<file path="config.mk">
export PLATFORM = sky130hd
export DESIGN_NAME = dual_fetch_queue
export DESIGN_NICKNAME = d
export VERILOG_FILES = /design/src/rtl/dual_fetch_queue.sv
export SDC_FILE = /design/constraint.sdc
export NUM_CORES = 1
export LEC_CHECK = 0
export BUFFER_PORTS_ARGS = -buffer_cell sky130_fd_sc_hd__buf_2
export CORE_ASPECT_RATIO = 1.5
export CORE_UTILIZATION = 35
export CTS_CLUSTER_SIZE = 14
export DETAILED_ROUTE_END_ITERATION = 10
export GPL_ROUTABILITY_DRIVEN = 1
export PLACE_DENSITY_LB_ADDON = 0.2
export SLEW_MARGIN = 5
export SYNTH_ARGS = -nofsm -noshare
export SYNTH_HDL_FRONTEND = slang
export SYNTH_SLANG_ARGS = --single-unit
</file>
<file path="constraint.sdc">
create_clock -name clk -period 15.9 [get_ports clk]
set_input_delay 2.385 -clock clk [delete_from_list [all_inputs] [get_ports clk]]
set_output_delay 2.385 -clock clk [all_outputs]
set_load 0.03 [all_outputs]
</file>
<file path="src/rtl/dual_fetch_queue.sv">
// Dual-port instruction fetch unit with a circular fetch queue that feeds decode two at a time.
// Define DUAL_FETCH_PERF_EN to add the fetched/full/redirect performance counters.
module dual_fetch_queue #(
    parameter int unsigned QDEPTH     = 4,
    parameter int unsigned RESET_PC   = 0,
    parameter int unsigned IMEM_WORDS = 64
) (
    input  logic        clk,
    input  logic        rst,
    output logic [31:0] imem_addr0,
    output logic [31:0] imem_addr1,
    input  logic [31:0] imem_rd0,
    input  logic [31:0] imem_rd1,
    input  logic        redirect_valid,
    input  logic [31:0] redirect_pc,
    input  logic [1:0]  deq_num,
    output logic        out_valid0,
    output logic [31:0] out_instr0,
    output logic [31:0] out_pc0,
    output logic        out_valid1,
    output logic [31:0] out_instr1,
    output logic [31:0] out_pc1
`ifdef DUAL_FETCH_PERF_EN
    ,
    output logic [31:0] perf_fetched,
    output logic [31:0] perf_full_cycles,
    output logic [31:0] perf_redirects
`endif
);

    localparam int unsigned PW = $clog2(QDEPTH);
    localparam int unsigned CW = $clog2(QDEPTH + 1);
    localparam int unsigned AW = $clog2(IMEM_WORDS);

    logic [AW-1:0] r_pc;
    logic [CW-1:0] r_count;
    logic [PW-1:0] r_head;
    logic [PW-1:0] r_tail;
    logic [AW-1:0] r_qPc    [QDEPTH];
    logic [31:0]   r_qInstr [QDEPTH];

    logic [AW-1:0] w_pcPlus1;
    logic [PW-1:0] w_headPlus1;
    logic [PW-1:0] w_tailPlus1;
    logic [1:0]    w_deqReq;
    logic [1:0]    w_effDeq;
    logic [CW-1:0] w_free;
    logic [1:0]    w_enqNum;
    logic          w_unusedRedirect;

    assign w_pcPlus1   = r_pc + AW'(1);
    assign w_headPlus1 = r_head + PW'(1);
    assign w_tailPlus1 = r_tail + PW'(1);

    assign imem_addr0 = 32'(r_pc);
    assign imem_addr1 = 32'(w_pcPlus1);

    // Pop request is clamped to what is queued; fetch width is limited by free slots at cycle start
    assign w_deqReq = (deq_num == 2'd3) ? 2'd2 : deq_num;
    assign w_effDeq = (CW'(w_deqReq) > r_count) ? r_count[1:0] : w_deqReq;
    assign w_free   = CW'(QDEPTH) - r_count;
    assign w_enqNum = (w_free >= CW'(2)) ? 2'd2 : w_free[1:0];

    // Only the in-range low bits of the redirect target matter
    assign w_unusedRedirect = ^redirect_pc;

    assign out_valid0 = (r_count >= CW'(1));
    assign out_valid1 = (r_count >= CW'(2));
    assign out_pc0    = 32'(r_qPc[r_head]);
    assign out_instr0 = r_qInstr[r_head];
    assign out_pc1    = 32'(r_qPc[w_headPlus1]);
    assign out_instr1 = r_qInstr[w_headPlus1];

    always_ff @(posedge clk) begin
        if (rst) begin
            r_pc    <= AW'(RESET_PC);
            r_count <= '0;
            r_head  <= '0;
            r_tail  <= '0;
        end else if (redirect_valid) begin
            r_pc    <= redirect_pc[AW-1:0];
            r_count <= '0;
            r_head  <= '0;
            r_tail  <= '0;
        end else begin
            r_pc    <= r_pc + AW'(w_enqNum);
            r_count <= r_count - CW'(w_effDeq) + CW'(w_enqNum);
            r_head  <= r_head + PW'(w_effDeq);
            r_tail  <= r_tail + PW'(w_enqNum);
        end
    end

    // Storage has no reset; validity is tracked entirely by count
    always_ff @(posedge clk) begin
        if (!rst && !redirect_valid) begin
            if (w_enqNum != 2'd0) begin
                r_qPc[r_tail]    <= r_pc;
                r_qInstr[r_tail] <= imem_rd0;
            end
            if (w_enqNum == 2'd2) begin
                r_qPc[w_tailPlus1]    <= w_pcPlus1;
                r_qInstr[w_tailPlus1] <= imem_rd1;
            end
        end
    end

`ifdef DUAL_FETCH_PERF_EN
    logic [31:0] r_perfFetched;
    logic [31:0] r_perfFullCycles;
    logic [31:0] r_perfRedirects;

    always_ff @(posedge clk) begin
        if (rst) begin
            r_perfFetched    <= '0;
            r_perfFullCycles <= '0;
            r_perfRedirects  <= '0;
        end else if (redirect_valid) begin
            r_perfRedirects <= r_perfRedirects + 32'd1;
        end else begin
            r_perfFetched <= r_perfFetched + 32'(w_enqNum);
            if (r_count == CW'(QDEPTH)) begin
                r_perfFullCycles <= r_perfFullCycles + 32'd1;
            end
        end
    end

    assign perf_fetched     = r_perfFetched;
    assign perf_full_cycles = r_perfFullCycles;
    assign perf_redirects   = r_perfRedirects;
`endif

endmodule

</file>
==> results.py <==
metrics = {
    "placement": {
        "place.gp.congestion": 0.716,
        "hpwl_mm": 15.5,
        "place.port_buffers": 164,
        "dp_slack_ns": 10.68,
    },
    "routing": {
        "post-route-drc-count": 0,
        "dr_total_vias": 5864,
        "vias_per_cell": 4.85,
        "wl_per_cell_microns": 19.5,
        "firstDrtPassIters": 6,
        "routed_wl_mm": 23.6,
        "ant_nets": 0,
        "drtIter0Drc": 188,
    },
    "synthesis": {
        "synthMuxAreaShare_pct": 32.8,
        "synthXorXnorAreaFrac_pct": 2.97,
        "synth-seq-cells": 165,
        "synth_top_family_by_area": "multiplexers",
        "yosys.area_share.simple_pct": 3.35,
        "ys.warnings.count": 0,
        "synth_edf_count": 152,
        "async_flop_share_pct": 0,
        "synthAdderAreaFrac_pct": 2.17,
        "postSynthCellCount": 657,
        "synth_flop_cell": "edfxtp_1",
        "synth_compound_area_share_pct": 1.01,
        "netlist_area_sq_mm": 0.0103,
        "synth_cell_type_count": 45,
        "syn-mean-instance-area_sq_um": 15.6,
        "synth_seq_area_share_pct": 47.0,
    },
    "final_layout": {
        "finish.utilization_pct": 40.3,
        "nNetsFinal": 923,
        "final_cell_mix": "buf_2, edfxtp_1, conb_1",
        "nFillCells": 2722,
        "drive_above_1_share_pct": 51.2,
        "final_common_cell": "buf_2",
        "area_delta_synth_final_pct": 13.1,
    },
    "timing": {
        "fin_worst_skew_ns": 0.00625,
        "period_minus_slack_ns": 5.25,
        "worst_slack_ns": 10.65,
        "timing.final.crit_share_pct": 33.0,
        "setup_viol": 0,
        "slew-limit-headroom_pct": 24.8,
        "finalMaxSlewViolations": 0,
        "rsz0062_at_grt": "false",
        "finalHoldViolCount": 0,
        "fin_tns_setup_ns": 0,
        "fmax_ghz": 0.191,
        "tightest_slew_ns": 1.12,
    },
    "critical_path": {
        "critical_path.slowest_cell": "dfxtp_4",
        "cp-start-kind": "register",
        "worstPathCellList": "buf_4 -> mux4_2 -> buf_2",
        "crit_type": "reg -> out",
        "end_kind": "output pin",
        "critPathMaxFanout": 40,
        "startpoint": "r_head[0]",
        "slowest_delay_ns": 0.80,
        "crit_buf_inv": 2,
        "reg2reg_depth": 7,
        "r2r-start": "r_count[0]",
        "worstReg2RegEnd": "r_qInstr[1][28]",
        "critPathArrivalTime_ns": 2.86,
        "worst-r2r-setup-slack_ns": 12.45,
        "cp.required_ns": 13.52,
        "cp_top_family": "buffers and inverters",
    },
    "clock_tree": {
        "cts_sinks": 165,
        "cts_resized": 0,
        "ctsHoldBuffers": 0,
        "worstSkewPairLatency_ns": 0.44,
        "cts_setup_buffers": 0,
        "cts_max_path_buffers": 2,
        "clk_pin_slew_ns": 0.06,
        "root_buffer": "clkbuf_16",
        "numCtsBuffers": 17,
        "cts_tree": "yes",
        "htree_num_levels": 4,
    },
    "worst_hold_path": {
        "hold_depth": 2,
        "min_to": "r_count[2]",
        "hold_path.startpoint": "r_count[2]",
        "hold_class": "reg -> reg",
    },
    "outcome": {
        "outcome": "completed",
    },
    "floorplan": {
        "die_h_microns": 212,
        "pin_count": 295,
        "initial_core_util_pct": 35.6,
        "dieArea_sq_mm": 0.0300,
        "row_count": 76,
        "core_area_sq_mm": 0.0288,
        "die_w_microns": 142,
    },
    "power": {
        "vdd_drop_max_mv": 0.0765,
        "p_per_area_mw_per_mm2": 133,
        "total_power_mw": 1.54,
        "leakage_nw": 4.27,
    },
    "job": {
        "max-cap-violations": 0,
    },
    "grt": {
        "grtUsageTotal_pct": 16.4,
        "grt_pass1_wl_mm": 35.3,
        "busiest_layer": "met2",
        "grt_max_degree": 70,
        "grtUsageMet2_pct": 31.2,
        "grtUsageMet3_pct": 3.37,
        "antenna_found_initial": 4,
        "overflow": 0,
        "grt_pass1_vias": 6018,
        "globalRouteMet1Util_pct": 17.0,
    },
}
[Yosys cell counts (7+ instances only)]
cell	number	area, sq um
edfxtp_1	152	4560
buf_4	106	796
mux2_2	99	1110
mux4_2	76	1710
mux2_4	29	435
xnor2_1	23	201
buf_2	15	75.1
clkbuf_1	15	56.3
dfxtp_1	13	260
ha_1	13	163
xor2_1	10	87.6
inv_1	9	33.8
nor3_1	9	45.0
nor2_1	7	26.3
[final cells by class]
class / count / area [sq um] / share of cell area (%)
tap: 390 / 488 / 4.21
clock inverter: 12 / 135 / 1.16
inverter: 10 / 37.5 / 0.323
clock buffer: 20 / 437 / 3.76
sequential: 165 / 4830 / 41.6
multi-input combinational: 438 / 4780 / 41.2
antenna: 1 / 2.50 / 0.0216
timing repair buffer: 174 / 896 / 7.72
[stage by stage]
step | instance area (sq um) | hold slack (ns) | std cells
global route | 11600 | 0.681 | 1209
global placement | 11000 | 0.622 | 1177
floorplan | 10700 | 0.550 | 760
finish | 11600 | 0.633 | 1210
detailed placement | 11000 | 0.618 | 1177
CTS | 11600 | 0.639 | 1209
[worst min-delay path, delay by kind of cell (launching register included)]
family / cells / cell delay (ns)
xor gates and xnor gates: 1 / 0.18
DFF: 1 / 0.37
and+or+nand+nor: 1 / 0.04
[layer usage]
layer | part of all wire [%] | wire (microns)
met1 | 37 | 8760
met2 | 56 | 13200
met3 | 4.6 | 1100
met4 | 2.3 | 543
met5 | 0.15 | 35
[sequential cells by signal, summed over array words and instances, names as in the netlist]
name / flops
r_count: 3
r_head: 2
r_pc: 6
r_qInstr: 128
r_qPc: 24
r_tail: 2
[logic make-up (layout without fill, tap and decap cells)]
group                    Yosys count  count (layout)
multiplexers                     214             214
flip-flops                       165             165
buffers and inverters            157             216
AO/OA/AOI/OAI                     14              14
AND/OR/NAND/NOR                   56              56
other                              1             105
adder cells (fa/ha/maj)           16              16
XOR/XNOR                          34              34
[worst max-delay path by stage]
stage,endpoint,slack (ns),depth (start not counted)
finish,out_instr0[1],10.65,3
global route,out_instr0[1],10.38,3
CTS,out_instr0[1],10.50,3
detailed placement,r_qInstr[1][22],10.68,6
global placement,r_qInstr[1][28],10.70,6
floorplan,r_qInstr[0][0],9.28,6
[power breakdown]
| group | internal, mW | switching [mW] |
|---|---|---|
| Clock | 0.244 | 0.170 |
| Combinational | 0.203 | 0.337 |
| Sequential | 0.545 | 0.0421 |
| Total | 0.991 | 0.550 |
Note: power is estimated with default switching activity, not from simulation.
